## src/rtl/pr_pkg.sv

```systemverilog
// Shared constants, client IDs and state type for the PageRank read-burst scheduler.
package pr_pkg;
    localparam int         LINE_BYTES   = 64;
    localparam int         LINES_PER_4K = 64;
    localparam logic [2:0] AXI_SIZE_64B = 3'b110;

    localparam logic CL_RANK = 1'b0;
    localparam logic CL_EDGE = 1'b1;

    typedef enum logic {
        ST_IDLE   = 1'b0,
        ST_ACTIVE = 1'b1
    } cl_state_e;

    // Lines in the next burst: remaining work, burst cap and distance to the 4 KB page edge.
    function automatic logic [6:0] burst_lines(input logic [31:0] rem,
                                               input logic [31:0] cap,
                                               input logic [5:0]  line_in_page);
        logic [31:0] to_page;
        logic [31:0] n;
        to_page = 32'(LINES_PER_4K) - {26'd0, line_in_page};
        n = rem;
        if (cap < n) n = cap;
        if (to_page < n) n = to_page;
        return n[6:0];
    endfunction
endpackage

```

## src/rtl/pr_rr_arb2.sv

```systemverilog
// Two-way round-robin arbiter; the last winner drops to lower priority on advance.
module pr_rr_arb2 (
    input  logic       clk,
    input  logic       rst,
    input  logic [1:0] req,
    input  logic       advance,
    output logic [1:0] grant
);
    logic prio;

    always_comb begin
        grant = req;
        if (req == 2'b11) grant = prio ? 2'b10 : 2'b01;
    end

    always_ff @(posedge clk or posedge rst) begin
        if (rst) prio <= 1'b0;
        else if (advance && (grant != 2'b00)) prio <= ~grant[1];
    end
endmodule

```

## src/rtl/pr_read_sched.sv

```systemverilog
// Splits per-client line reads into capped, 4 KB-safe AXI AR bursts with
// round-robin arbitration, an outstanding-burst limit and R routing by ID.
module pr_read_sched
    import pr_pkg::*;
#(
    parameter int MAX_BURST = 8,
    parameter int MAX_OUTST = 4
) (
    input  logic         clk,
    input  logic         rst,
    input  logic [1:0]   cmd_valid,
    output logic [1:0]   cmd_ready,
    input  logic [63:0]  cmd_addr0,
    input  logic [63:0]  cmd_addr1,
    input  logic [31:0]  cmd_lines0,
    input  logic [31:0]  cmd_lines1,
    output logic [1:0]   done,
    output logic [1:0]   dvalid,
    input  logic [1:0]   dready,
    output logic         dlast,
    output logic [511:0] ddata,
    output logic [15:0]  arid_m,
    output logic [63:0]  araddr_m,
    output logic [7:0]   arlen_m,
    output logic [2:0]   arsize_m,
    output logic         arvalid_m,
    input  logic         arready_m,
    input  logic [15:0]  rid_m,
    input  logic [511:0] rdata_m,
    input  logic [1:0]   rresp_m,
    input  logic         rlast_m,
    input  logic         rvalid_m,
    output logic         rready_m
);
    // state     | meaning
    // ST_IDLE   | cmd_ready high, waiting for a command
    // ST_ACTIVE | issuing bursts and/or waiting for rlasts; done when both run out
    localparam int LINE_LSB = $clog2(LINE_BYTES);

    cl_state_e            state     [2];
    cl_state_e            st_nxt    [2];
    logic [63:LINE_LSB]   cur_line  [2];
    logic [63:LINE_LSB]   cmd_line  [2];
    logic [31:0]          cmd_cnt   [2];
    logic [31:0]          rem_lines [2];
    logic [3:0]           outst_c   [2];
    logic [6:0]           len       [2];
    logic [3:0]           outst_g;
    logic [3:0]           outst_g_upd;
    logic [1:0]           eligible, fin, c_inc, c_dec, req, grant;
    logic                 r_last, r_id, can_pick, issue, win;
    logic                 unused_bits;

    assign cmd_line[0] = cmd_addr0[63:LINE_LSB];
    assign cmd_line[1] = cmd_addr1[63:LINE_LSB];
    assign cmd_cnt[0]  = cmd_lines0;
    assign cmd_cnt[1]  = cmd_lines1;
    assign unused_bits = ^{rresp_m, cmd_addr0[LINE_LSB-1:0], cmd_addr1[LINE_LSB-1:0]};

    assign r_id     = rid_m[0];
    assign rready_m = dready[r_id];
    assign r_last   = rvalid_m & rready_m & rlast_m;
    assign dvalid   = {rvalid_m & (rid_m == {15'd0, CL_EDGE}),
                       rvalid_m & (rid_m == {15'd0, CL_RANK})};
    assign dlast    = rlast_m;
    assign ddata    = rdata_m;
    assign arsize_m = AXI_SIZE_64B;

    always_comb begin
        for (int c = 0; c < 2; c++) begin
            len[c]      = burst_lines(rem_lines[c], 32'(MAX_BURST), cur_line[c][LINE_LSB+5:LINE_LSB]);
            eligible[c] = (state[c] == ST_ACTIVE) && (rem_lines[c] != 32'd0);
            fin[c]      = (state[c] == ST_ACTIVE) && (rem_lines[c] == 32'd0) && (outst_c[c] == 4'd0);
            c_inc[c]    = grant[c];
            c_dec[c]    = r_last && (int'(r_id) == c) && (outst_c[c] != 4'd0);
            st_nxt[c]   = state[c];
            case (state[c])
                ST_IDLE:   if (cmd_valid[c]) st_nxt[c] = ST_ACTIVE;
                ST_ACTIVE: if (fin[c]) st_nxt[c] = ST_IDLE;
                default:   st_nxt[c] = ST_IDLE;
            endcase
        end
    end

    assign cmd_ready = {state[1] == ST_IDLE, state[0] == ST_IDLE};
    assign done      = fin;

    // Credit is judged on the count after this cycle's rlast, so a returning burst frees a slot at once.
    assign outst_g_upd = (r_last && (outst_g != 4'd0)) ? outst_g - 4'd1 : outst_g;
    assign can_pick    = (!arvalid_m || arready_m) && (outst_g_upd < 4'(MAX_OUTST));
    assign req         = can_pick ? eligible : 2'b00;
    assign issue       = |grant;
    assign win         = grant[1];

    pr_rr_arb2 u_arb (
        .clk     (clk),
        .rst     (rst),
        .req     (req),
        .advance (issue),
        .grant   (grant)
    );

    always_ff @(posedge clk or posedge rst) begin
        if (rst) begin
            for (int c = 0; c < 2; c++) begin
                state[c]     <= ST_IDLE;
                cur_line[c]  <= '0;
                rem_lines[c] <= '0;
                outst_c[c]   <= '0;
            end
        end else begin
            for (int c = 0; c < 2; c++) begin
                state[c] <= st_nxt[c];
                if ((state[c] == ST_IDLE) && cmd_valid[c]) begin
                    cur_line[c]  <= cmd_line[c];
                    rem_lines[c] <= cmd_cnt[c];
                end else if (grant[c]) begin
                    cur_line[c]  <= cur_line[c] + (64 - LINE_LSB)'(len[c]);
                    rem_lines[c] <= rem_lines[c] - 32'(len[c]);
                end
                if (c_inc[c] && !c_dec[c]) outst_c[c] <= outst_c[c] + 4'd1;
                else if (c_dec[c] && !c_inc[c]) outst_c[c] <= outst_c[c] - 4'd1;
            end
        end
    end

    always_ff @(posedge clk or posedge rst) begin
        if (rst) begin
            outst_g   <= '0;
            arvalid_m <= 1'b0;
            araddr_m  <= '0;
            arid_m    <= '0;
            arlen_m   <= '0;
        end else begin
            outst_g <= outst_g_upd + {3'd0, issue};
            if (issue) begin
                arvalid_m <= 1'b1;
                araddr_m  <= {cur_line[win], {LINE_LSB{1'b0}}};
                arid_m    <= {15'd0, win};
                arlen_m   <= {1'b0, len[win]} - 8'd1;
            end else if (arready_m) begin
                arvalid_m <= 1'b0;
            end
        end
    end
endmodule

```

## config.mk

```make
export PLATFORM = sky130hd
export DESIGN_NAME = pr_read_sched
export DESIGN_NICKNAME = d
export VERILOG_FILES = /design/src/rtl/pr_pkg.sv /design/src/rtl/pr_rr_arb2.sv /design/src/rtl/pr_read_sched.sv
export SDC_FILE = /design/constraint.sdc
export NUM_CORES = 1
export LEC_CHECK = 0
export ABC_CLOCK_PERIOD_IN_PS = 14100
export CAP_MARGIN = 25
export CORE_AREA = 5 5 524 526
export DETAILED_ROUTE_END_ITERATION = 8
export DIE_AREA = 0 0 529 531
export SLEW_MARGIN = 25
export SYNTH_ARGS = -nofsm -noshare
export SYNTH_HDL_FRONTEND = slang
export SYNTH_HIERARCHICAL = 1
export SYNTH_SLANG_ARGS = --single-unit
```

## constraint.sdc

```tcl
create_clock -name clk -period 14.1 [get_ports clk]
set_input_delay 4.23 -clock clk [delete_from_list [all_inputs] [get_ports clk]]
set_output_delay 4.23 -clock clk [all_outputs]
set_load 0.01 [all_outputs]
```

### Word level (Yosys, flattened, before mapping)

Cells that the tools add are included.

* register bits after elaboration: 263
* input port bits: 731
* logic and storage cells: 123

* add/subtract/negate cells: 13
* $lt $le $gt $ge: 7
* eq/ne operators: 2
* mux-type cells: 36
* bitwise logic cells: 9
* reductions and logical operators: 42

Operator list (count)
* $mux W58: 7
* $mux W32: 6
* $add A58 B7 Y58: 2
* $logic_not A32 Y1: 2
* $lt A32 B32 Y1: 2
* $lt A4 B32 Y1 const A: 2
* $reduce_bool A32 Y1: 2
* $sub A32 B7 Y32: 2
* $mux W7: 5
* $mux W4: 5
* $logic_and A1 B1 Y1: 19
* $eq A16 B1 Y1 const B: 1
* $logic_not A16 Y1: 1
* $sub A7 B6 Y8 const A: 2
* $reduce_bool A2 Y1: 6
* $reduce_bool A4 Y1: 3
* $sub A4 B1 Y4 const B: 3
* $add A4 B1 Y4 const B: 2
* $logic_not A4 Y1: 2
* $mux W1: 8
* $sub A7 B1 Y8 const B: 1
* $mux W2: 3
* $logic_not A1 Y1: 5
* $add A4 B1 Y4: 1
* 10 further kinds: 17

### Logic depth before layout (Yosys ltp)

Gate-level depths: netlist of run 1.

* word-level depth: 16
* gate-level depth with buffers: 24
* depth with buffers taken out: 23

### Cells and area by module

Netlist of run 1, hierarchy kept.

Modules (own cells, without submodules)
* pr_read_sched: times used 1, cells each 2369, area each 20005.4 um2, sequential area each 6556.3 um2
* pr_rr_arb2: times used 1, cells each 7, area each 58.8 um2, sequential area each 25.0 um2

### Least setup slack after synthesis of run 1

Ideal clock, no wire load.

* path type: input-to-output
* start: in rid_m[1]
* end: out dvalid[0]
* arrival time: 4.818 ns
* required time: 9.870 ns
* path slack: 5.052 ns
* cell stages on the path: 3
* path buffers: 0
* cells stage by stage: nor4b_1 > nand4_1 > nor2_1

* cells in the longest elaborated chain, start to end: 2

Ends and longest elaborated chain
* start, declared: line pr_read_sched.sv:28 `input logic [15:0] rid_m,`
* $logic_not A16 Y1: line pr_read_sched.sv:64 `rvalid_m & (rid_m == {15'd0, CL_RANK})};`
* $and A1 B1 Y1: line pr_read_sched.sv:64
* end, declared: line pr_read_sched.sv:18 `output logic [1:0] dvalid,`

No other way between the ends.

### Final worst setup path of run 1

* start: in rvalid_m
* end: out dvalid[1]

* cells in the longest elaborated chain, start to end: 1

Ends and longest elaborated chain
* start, declared: line pr_read_sched.sv:32 `input logic rvalid_m,`
* $and A1 B1 Y1: line pr_read_sched.sv:63 `assign dvalid = {rvalid_m & (rid_m == {15'd0, CL_EDGE}),`

No other way between the ends.

==> flow_summary.yaml, run 1 <==
run_status:
  status: "completed"
worst_setup_path:
  rr_startpoint: "rem_lines[13]"
  worstPathArrival_ns: 6.23
  reg2reg_depth: 21
  r2r_slack_ns: 6.97
  criticalPathCategory: "input pin to output pin"
  path_max_fanout: 4
  crit_required_ns: 9.87
  worst_setup_path_start_kind: "input pin"
  r2r_end: "rem_lines[21]"
  end_kind: "output pin"
synthesis:
  ys_async_sr_fraction_pct: 100
  syn_area_um2: 20100
  ys_warn_count: 6
  synthXorXnorAreaFrac_pct: 7.46
  yosys.area_share.adder_pct: 3.97
  syn_inst: 2376
  ys_ff_latch: 263
  synthSimpleGateAreaFrac_pct: 17.4
  synth_edf_count: 0
  synth_top_family_by_area: "buffers and inverters"
  synth_top_flop_cell: "dfrtp_1"
  synth_cell_types: 69
  synth_area_per_cell_um2: 8.44
  synth_mux_area_share_pct: 4.10
  synth-compound-area-share_pct: 11.4
  synth-seq-area-share_pct: 32.8
drt:
  wirelength_um: 176000
  via_count: 16000
  wire_per_inst_um: 30.6
  dr.pass1.iters: 5
  drtIter0Drc: 1080
  ant_nets: 0
  drc: 0
  vias_per_cell: 2.78
clock_tree:
  cts_tree: "built"
  cts.clk_slew.worst_paths_ns: 0.06
  clock_sinks: 263
  clockBufferDepth: 3
  cts_setup_buffers: 0
  cts_hold_buf: 0
  root_buffer: "clkbuf_16"
  cts_resized: 0
  cts_inserted_buffers: 35
  cts_max_level: 2
  worstSkewPairLatency_ns: 0.61
cells_and_area:
  final_area_um2: 24800
  syn2layout_area_growth_pct: 23.4
  fill_cells: 31400
  layout_common_cells: "nand2_1, clkdlybuf4s50_1, dfrtp_1"
  drive_gt1_share_pct: 5.66
  layout_commonest_cell: "nand2_1"
  nets: 2923
  utilization_pct: 9.19
sta:
  fin_crit_sh_pct: 74.2
  rsz0062_at_grt: "no"
  slew_headroom_pct: 28.2
  clock_skew_ns: 0.0554
  finalHoldViolCount: 0
  period_needed_ns: 10.46
  worstMarginPinSlew_ns: 1.07
  max_freq_mhz: 95.6
  slew_viol_final: 0
  finalSetupTns_ns: 0
  finalSetupViolations: 0
floorplan:
  num_rows: 191
  coreArea_um2: 270000
  fp.dieW_um: 529
  fp.dieH_um: 531
  start_util_pct: 7.44
  io_pins: 1343
  dieArea_um2: 281000
pwr:
  power.density_nw_per_um2: 191
  vdd_ir_drop_max_mv: 0.118
  finalPower_w: 0.00473
  p_leak_nw: 8.18
placement:
  place_area_um2: 23400
  place_hpwl_um: 158000
  port_buffers: 280
  place_congestion: 0.856
global_route:
  first_global_vias: 15300
  grt_max_degree: 172
  grt_busiest_layer: "met2"
  overflow: 0
  gr-usage-all-layers_pct: 11.9
  met2_usage_pct: 19.0
  grt_util_met3_pct: 17.5
  grt_pass1_wl_um: 208000
  antenna_found_initial: 72
  grtUsageMet1_pct: 5.70
job:
  max_cap_viol_count: 0
hold_path:
  hold_path_end: "outst_c[7]"
  hp-start: "outst_c[7]"
  min_path_type: "flop to flop"
  min_path_cells: 1
-- layer usage --
layer	vias up	wire (um)	part of all wire, %
li1	7096	-	-
met1	7206	29700	17
met2	1191	78100	44
met3	482	55800	32
met4	22	12000	6.8
met5	-	268	0.15
-- state kept, by name (all words and copies together), names as in the netlist --
name / cells
araddr_m: 58
arvalid_m: 1
arlen_m: 8
state: 2
arid_m: 1
cur_line: 116
rem_lines: 64
outst_c: 8
u_arb/prio: 1
outst_g: 4
-- critical path, cell delays in order --
cell and delay (ns):
clkdlybuf4s50_1 0.65, nor4b_1 0.27, nand4_1 0.33, nor2_1 0.20, clkdlybuf4s50_1 0.56
-- cell type report --
class	instances	area [um2]	area share, %
antenna	22	55.1	0.222
sequential	263	6580	26.6
clock buffer	46	998	4.03
timing repair buffer	309	3060	12.3
inverter	67	260	1.05
clock inverter	16	260	1.05
tap	3570	4470	18.0
multi-input combinational	1456	9080	36.7
-- worst max path at each step --
stage	start	to	slack, ns	depth (start not counted)
finish	rvalid_m	dvalid[1]	3.64	5
global route	rvalid_m	dvalid[1]	3.36	5
CTS	rvalid_m	dvalid[0]	3.51	5
detailed placement	rvalid_m	dvalid[1]	3.52	5
global placement	rvalid_m	dvalid[0]	3.52	5
floorplan	rst	araddr_m[10]	2.66	1
-- synthesized netlist by cell type, types with 6 or more instances --
| cell type | number | area share [%] |
|---|---|---|
| or4_1 | 18 | 0.67 |
| nor2_1 | 96 | 1.8 |
| o21ai_0 | 246 | 6.1 |
| a21o_1 | 18 | 0.67 |
| mux2i_1 | 74 | 3.7 |
| dfrtp_1 | 263 | 33 |
| fa_1 | 6 | 0.60 |
| xnor2_1 | 98 | 4.3 |
| or3_1 | 18 | 0.56 |
| buf_1 | 8 | 0.15 |
| nor2b_1 | 10 | 0.31 |
| nand3_1 | 52 | 1.3 |
| nand2_1 | 304 | 5.7 |
| ha_1 | 54 | 3.4 |
| a211oi_1 | 7 | 0.26 |
| nand4_1 | 46 | 1.4 |
| xor2_1 | 73 | 3.2 |
| and4_1 | 10 | 0.44 |
| a21oi_1 | 39 | 0.97 |
| and2_1 | 8 | 0.25 |
| buf_4 | 537 | 20 |
| nor3_1 | 53 | 1.3 |
| a21boi_0 | 9 | 0.34 |
| clkbuf_1 | 72 | 1.3 |
| nor4_1 | 39 | 1.2 |
| and3_1 | 29 | 0.90 |
| a31oi_1 | 13 | 0.41 |
| inv_1 | 64 | 1.2 |
| o31ai_1 | 8 | 0.30 |
| o211ai_1 | 14 | 0.52 |
| nand2b_1 | 10 | 0.31 |
-- report_power, final --
group | switching (W) | internal, W | leakage, nW
Sequential | 0.000260 | 0.000998 | 3.25
Combinational | 0.00145 | 0.00101 | 4.32
Clock | 0.000410 | 0.000597 | 0.608
-- through the flow --
step	instances	setup slack, ns	hold slack, ns
after floorplan	2404	2.66	0.435
after global placement	5665	3.52	0.456
after detailed placement	5665	3.52	0.451
after CTS	5727	3.51	0.471
after global routing	5735	3.36	0.487
final	5749	3.64	0.475
-- logic make-up after synthesis --
group,count (synthesis)
AOI/OAI and AO/OA,394
muxes,80
xor gates and xnor gates,171
other,2
and+or+nand+nor,721
adders and majority gates,60
buffers and inverters,685
DFF,263
Power figures use the tool's default switching activity.
==> inputs of run 2 (changes only) <==
ABC_CLOCK_PERIOD_IN_PS = 10390   (was 14100)
clock period = 10.39 ns   (was 14.1 ns; I/O delays follow)
==> run 2 against run 1 <==
Compared with the run above:
- sequential power grew 35%
- clock skew down 0.027 ns
- highest routed layer unchanged
- die area did not move
- global-route usage is essentially flat
- critical path depth is the same
==> flow_summary.yaml, run 2 (synthesized netlist as in run 1, its figures left out) <==
run_status:
  status: "completed"
worst_setup_path:
  end_kind: "output pin"
  crit_path_frequent_cell: "clkdlybuf4s50_1"
  r2r_end: "rem_lines[21]"
  criticalPathCategory: "input pin to output pin"
  cp.depth: 5
  r2r_slack_ns: 3.21
  critPathCapture: "dvalid[0]"
  critPathMaxStageDelay_ns: 0.72
  critPathLaunch: "rvalid_m"
  worstPathArrival_ns: 5.28
  crit_required_ns: 7.27
  worstPathCellList: "clkdlybuf4s50_1 > nor4b_1 > nand4_1 > nor2_1 > clkdlybuf4s50_1"
  critPathSlowestCell: "clkdlybuf4s50_1"
  reg2reg_depth: 22
  timing.critical_path.buf_inv: 2
  crit_family: "buffers and inverters"
  rr_startpoint: "rem_lines[13]"
  path_max_fanout: 4
  worst_setup_path_start_kind: "input pin"
pwr:
  power_frac_clock_pct: 20.9
  p_leak_nw: 8.20
  combPwrFrac_pct: 52.5
  finalPower_w: 0.00642
  power.density_nw_per_um2: 259
  vdd_ir_drop_max_mv: 0.173
  p_switching_w: 0.00289
  seq_power_share_pct: 26.5
  p_int_w: 0.00354
  netSwitchingFraction_pct: 45.0
sta:
  slew_headroom_pct: 29.8
  period_needed_ns: 8.40
  clock_skew_ns: 0.0283
  rsz0062_at_grt: "no"
  worstMarginPinSlew_ns: 1.05
  finalSetupViolations: 0
  slew_viol_final: 0
  fin_crit_sh_pct: 80.8
  finalSetupTns_ns: 0
  max_freq_mhz: 119
  whs_ns: 0.468
  finalHoldViolCount: 0
drt:
  wirelength_um: 176000
  dr.pass1.iters: 5
  vias_per_cell: 2.80
  drc: 0
  ant_nets: 0
  drtIter0Drc: 1085
  wire_per_inst_um: 30.6
  via_count: 16100
job:
  max_cap_viol_count: 0
global_route:
  grt_util_met3_pct: 17.6
  grt_pass1_wl_um: 208000
  grtUsageMet1_pct: 5.72
  grt_max_degree: 167
  gr-usage-all-layers_pct: 11.9
  grt_busiest_layer: "met2"
  antenna_found_initial: 74
  first_global_vias: 15300
  overflow: 0
  met2_usage_pct: 19.0
floorplan:
  coreArea_um2: 270000
  start_util_pct: 7.44
  dieArea_um2: 281000
  fp.dieH_um: 531
  io_pins: 1343
  num_rows: 191
  fp.dieW_um: 529
cells_and_area:
  drive_gt1_share_pct: 6.00
  largest_registers: "cur_line: 116 flops, rem_lines: 64 flops, araddr_m: 58 flops"
  regMostFlops: "cur_line"
  layout_commonest_cell: "nand2_1"
  syn2layout_area_growth_pct: 23.6
  nets: 2931
  final_area_um2: 24800
  layout_common_cells: "nand2_1, clkdlybuf4s50_1, dfrtp_1"
  utilization_pct: 9.20
  largest_register_ffs: 116
placement:
  place_hpwl_um: 158000
  port_buffers: 280
  place_congestion: 0.851
  place_area_um2: 23500
clock_tree:
  cts_hold_buf: 0
  cts.clk_slew.worst_paths_ns: 0.06
  cts_resized: 0
  cts_tree: "built"
  cts_max_level: 2
  worstSkewPairLatency_ns: 0.59
  clockBufferDepth: 3
  clock_sinks: 263
  cts_setup_buffers: 0
  root_buffer: "clkbuf_16"
  cts_inserted_buffers: 36
hold_path:
  min_path_type: "flop to flop"
## run 2: cell count changes in the layout (fill, tap and decap cells not counted), sizes merged
cell and change:
clkinvlp +1, clkinv +1, diode -1, bufinv -1, buf +7
## run 2: per-layer routing
| metal | share of wire (%) | vias to the layer above |
|---|---|---|
| li1 | - | 7107 |
| met1 | 17 | 7250 |
| met2 | 45 | 1242 |
| met3 | 32 | 491 |
| met4 | 6.6 | 28 |
| met5 | 0.23 | - |
## run 2: stage by stage
stage	setup slack, ns	cells
after floorplan	0.0611	2404
after global placement	2.03	5671
after detailed placement	2.04	5672
after CTS	2.03	5735
after global routing	1.89	5745
final	1.99	5756
## run 2: area by class of cell
type | count | area [um2]
inverters | 67 | 260
clock buffers | 46 | 1010
flip-flops and latches | 263 | 6580
well taps | 3570 | 4470
fillers | 31400 | 245000
multi-input cells | 1456 | 9080
clock inverters | 17 | 221
diodes | 21 | 52.6
repair buffers | 316 | 3140
## run 2: how the worst min path moves through the flow
stage                        end  cells past startpoint  slack (ns)    startpoint
floorplan             outst_c[7]                      1        0.43    outst_c[7]
global placement      outst_c[7]                      1        0.45    outst_c[7]
detailed placement    outst_c[7]                      1        0.46    outst_c[7]
CTS                 araddr_m[17]                      2        0.47  cur_line[11]
global route          outst_c[7]                      1        0.48    outst_c[7]
finish                outst_c[3]                      1        0.47    outst_c[3]
## run 2: power by group through the flow
| stage | logic, W | clock network (W) | registers, W |
|---|---|---|---|
| after floorplan | 0.00225 | 0 | 0.00165 |
| after global placement | 0.00338 | 0 | 0.00171 |
| after detailed placement | 0.00342 | 0 | 0.00171 |
| after CTS | 0.00344 | 0.00140 | 0.00170 |
| after global routing | 0.00372 | 0.00143 | 0.00175 |
| final | 0.00337 | 0.00134 | 0.00170 |
==> inputs of run 3 (changes only) <==
ABC_CLOCK_PERIOD_IN_PS = 8300   (was 10390)
clock period = 8.3 ns   (was 10.39 ns; I/O delays follow)
==> run 3 against run 2 <==
Compared with the run above:
- clock-buffer cell count is the same
- critical path depth is the same
- global-route usage rose by 0.38 points
- critical path type unchanged
- die area stayed put
- worst setup slack lost 0.77 ns
- combinational power increased by 26%
==> flow_summary.yaml, run 3 (synthesized netlist as in run 1, its figures left out) <==
cells_and_area:
  layout_commonest_cell: "nand2_1"
  layout_common_cells: "nand2_1, clkdlybuf4s50_1, dfrtp_1"
  largest_register_ffs: 116
  nets: 2945
  final_area_um2: 24900
  fill_cells: 31400
  final_cells: 5769
  drive_gt1_share_pct: 6.37
  syn2layout_area_growth_pct: 24.1
  largest_registers: "cur_line: 116 flops, rem_lines: 64 flops, araddr_m: 58 flops"
  regMostFlops: "cur_line"
  utilization_pct: 9.24
global_route:
  antenna_found_initial: 73
  overflow: 0
  grt_pass1_wl_um: 214000
  first_global_vias: 15700
  grt_max_degree: 151
  gr-usage-all-layers_pct: 12.3
sta:
  period_needed_ns: 7.08
  finalHoldViolCount: 0
  fin_crit_sh_pct: 85.3
  finalSetupTns_ns: 0
  slew_headroom_pct: 37.9
  finalSetupViolations: 0
  slew_viol_final: 0
  clock_skew_ns: 0.0331
  final.setup.worst_slack_ns: 1.22
  worstMarginPinSlew_ns: 0.931
  rsz0062_at_grt: "no"
  max_freq_mhz: 141
floorplan:
  io_pins: 1343
  coreArea_um2: 270000
  num_rows: 191
  fp.dieW_um: 529
  fp.dieH_um: 531
  start_util_pct: 7.44
  dieArea_um2: 281000
worst_setup_path:
  worstPathCellList: "clkdlybuf4s50_1 > nor4b_1 > nand4_1 > nor2_1 > clkdlybuf4s50_1"
  critPathMaxStageDelay_ns: 0.64
  worst_setup_path_start_kind: "input pin"
  crit_path_frequent_cell: "clkdlybuf4s50_1"
  crit_required_ns: 5.81
  r2r_end: "cur_line[69]"
  reg2reg_depth: 22
  rr_startpoint: "rem_lines[54]"
  r2r_slack_ns: 1.52
  worstPathArrival_ns: 4.59
  end_kind: "output pin"
  criticalPathCategory: "input pin to output pin"
  critPathSlowestCell: "clkdlybuf4s50_1"
  path_max_fanout: 3
drt:
  vias_per_cell: 2.80
  ant_nets: 0
  wire_per_inst_um: 31.4
  wirelength_um: 181000
  drc: 0
  via_count: 16200
  dr.pass1.iters: 5
  drtIter0Drc: 957
placement:
  place_congestion: 0.865
  port_buffers: 280
  dp.cells: 5686
  preCtsSetupSlack_ns: 0.758
  place_area_um2: 23600
  place_hpwl_um: 164000
pwr:
  vdd_ir_drop_max_mv: 0.193
  power.density_nw_per_um2: 324
  p_leak_nw: 8.28
clock_tree:
  cts_inserted_buffers: 36
  cts_resized: 0
  clockBufferDepth: 3
  cts_hold_buf: 0
  cts_setup_buffers: 0
  cts_tree: "built"
  worstSkewPairLatency_ns: 0.61
  clock_sinks: 263
  cts.clk_slew.worst_paths_ns: 0.05
  cts_max_level: 2
  root_buffer: "clkbuf_16"
job:
  max_cap_viol_count: 0
hold_path:
  min_path_type: "flop to flop"
  min_path_cells: 1
  hold_path_end: "outst_c[7]"
  hp-start: "outst_c[7]"
run_status:
  status: "completed"
[run 3: cell type report]
class / count / area, um2 / area share [%]
inverters: 67 / 256 / 1.03
repair buffers: 330 / 3250 / 13.1
clock inverters: 19 / 255 / 1.03
clock buffers: 46 / 978 / 3.93
multi-input cells: 1456 / 9060 / 36.4
diodes: 18 / 45.0 / 0.181
well taps: 3570 / 4470 / 17.9
flip-flops and latches: 263 / 6580 / 26.4
[run 3: where the power goes]
group	switching, W	internal [W]
Sequential	0.000426	0.00170
Clock	0.000717	0.000976
Combinational	0.00249	0.00176
Total	0.00364	0.00443
[run 3: stage by stage]
step / hold slack (ns) / power, W
finish: 0.462 / 0.00807
global route: 0.488 / 0.00869
CTS: 0.467 / 0.00827
detailed placement: 0.454 / 0.00649
global placement: 0.454 / 0.00644
floorplan: 0.435 / 0.00489
[run 3: worst max-delay path: cells and delay by family]
family / cells / cell delay, ns
buffers and inverters: 2 / 1.22
and+or+nand+nor: 3 / 0.87
[run 3: layer usage]
layer / global-route usage, % / wire length [um] / up-vias
met2: 19.6 / 80900 / 1166
met1: 5.84 / 30100 / 7373
met4: 7.77 / 14000 / 32
li1: - / - / 7123
met3: 17.7 / 56100 / 486
met5: 0.171 / 264 / -
[run 3: worst max-delay path by stage]
stage                              from      endpoint  slack (ns)  depth (start not counted)
after floorplan               dready[0]    arlen_m[6]        2.31                         18
after global placement         rid_m[0]    outst_g[2]        0.73                         15
after detailed placement       rid_m[0]    outst_g[2]        0.76                         15
after CTS                      rvalid_m     dvalid[1]        1.15                          5
after global routing      rem_lines[10]  cur_line[24]        0.99                         22
final                          rvalid_m     dvalid[1]        1.22                          5
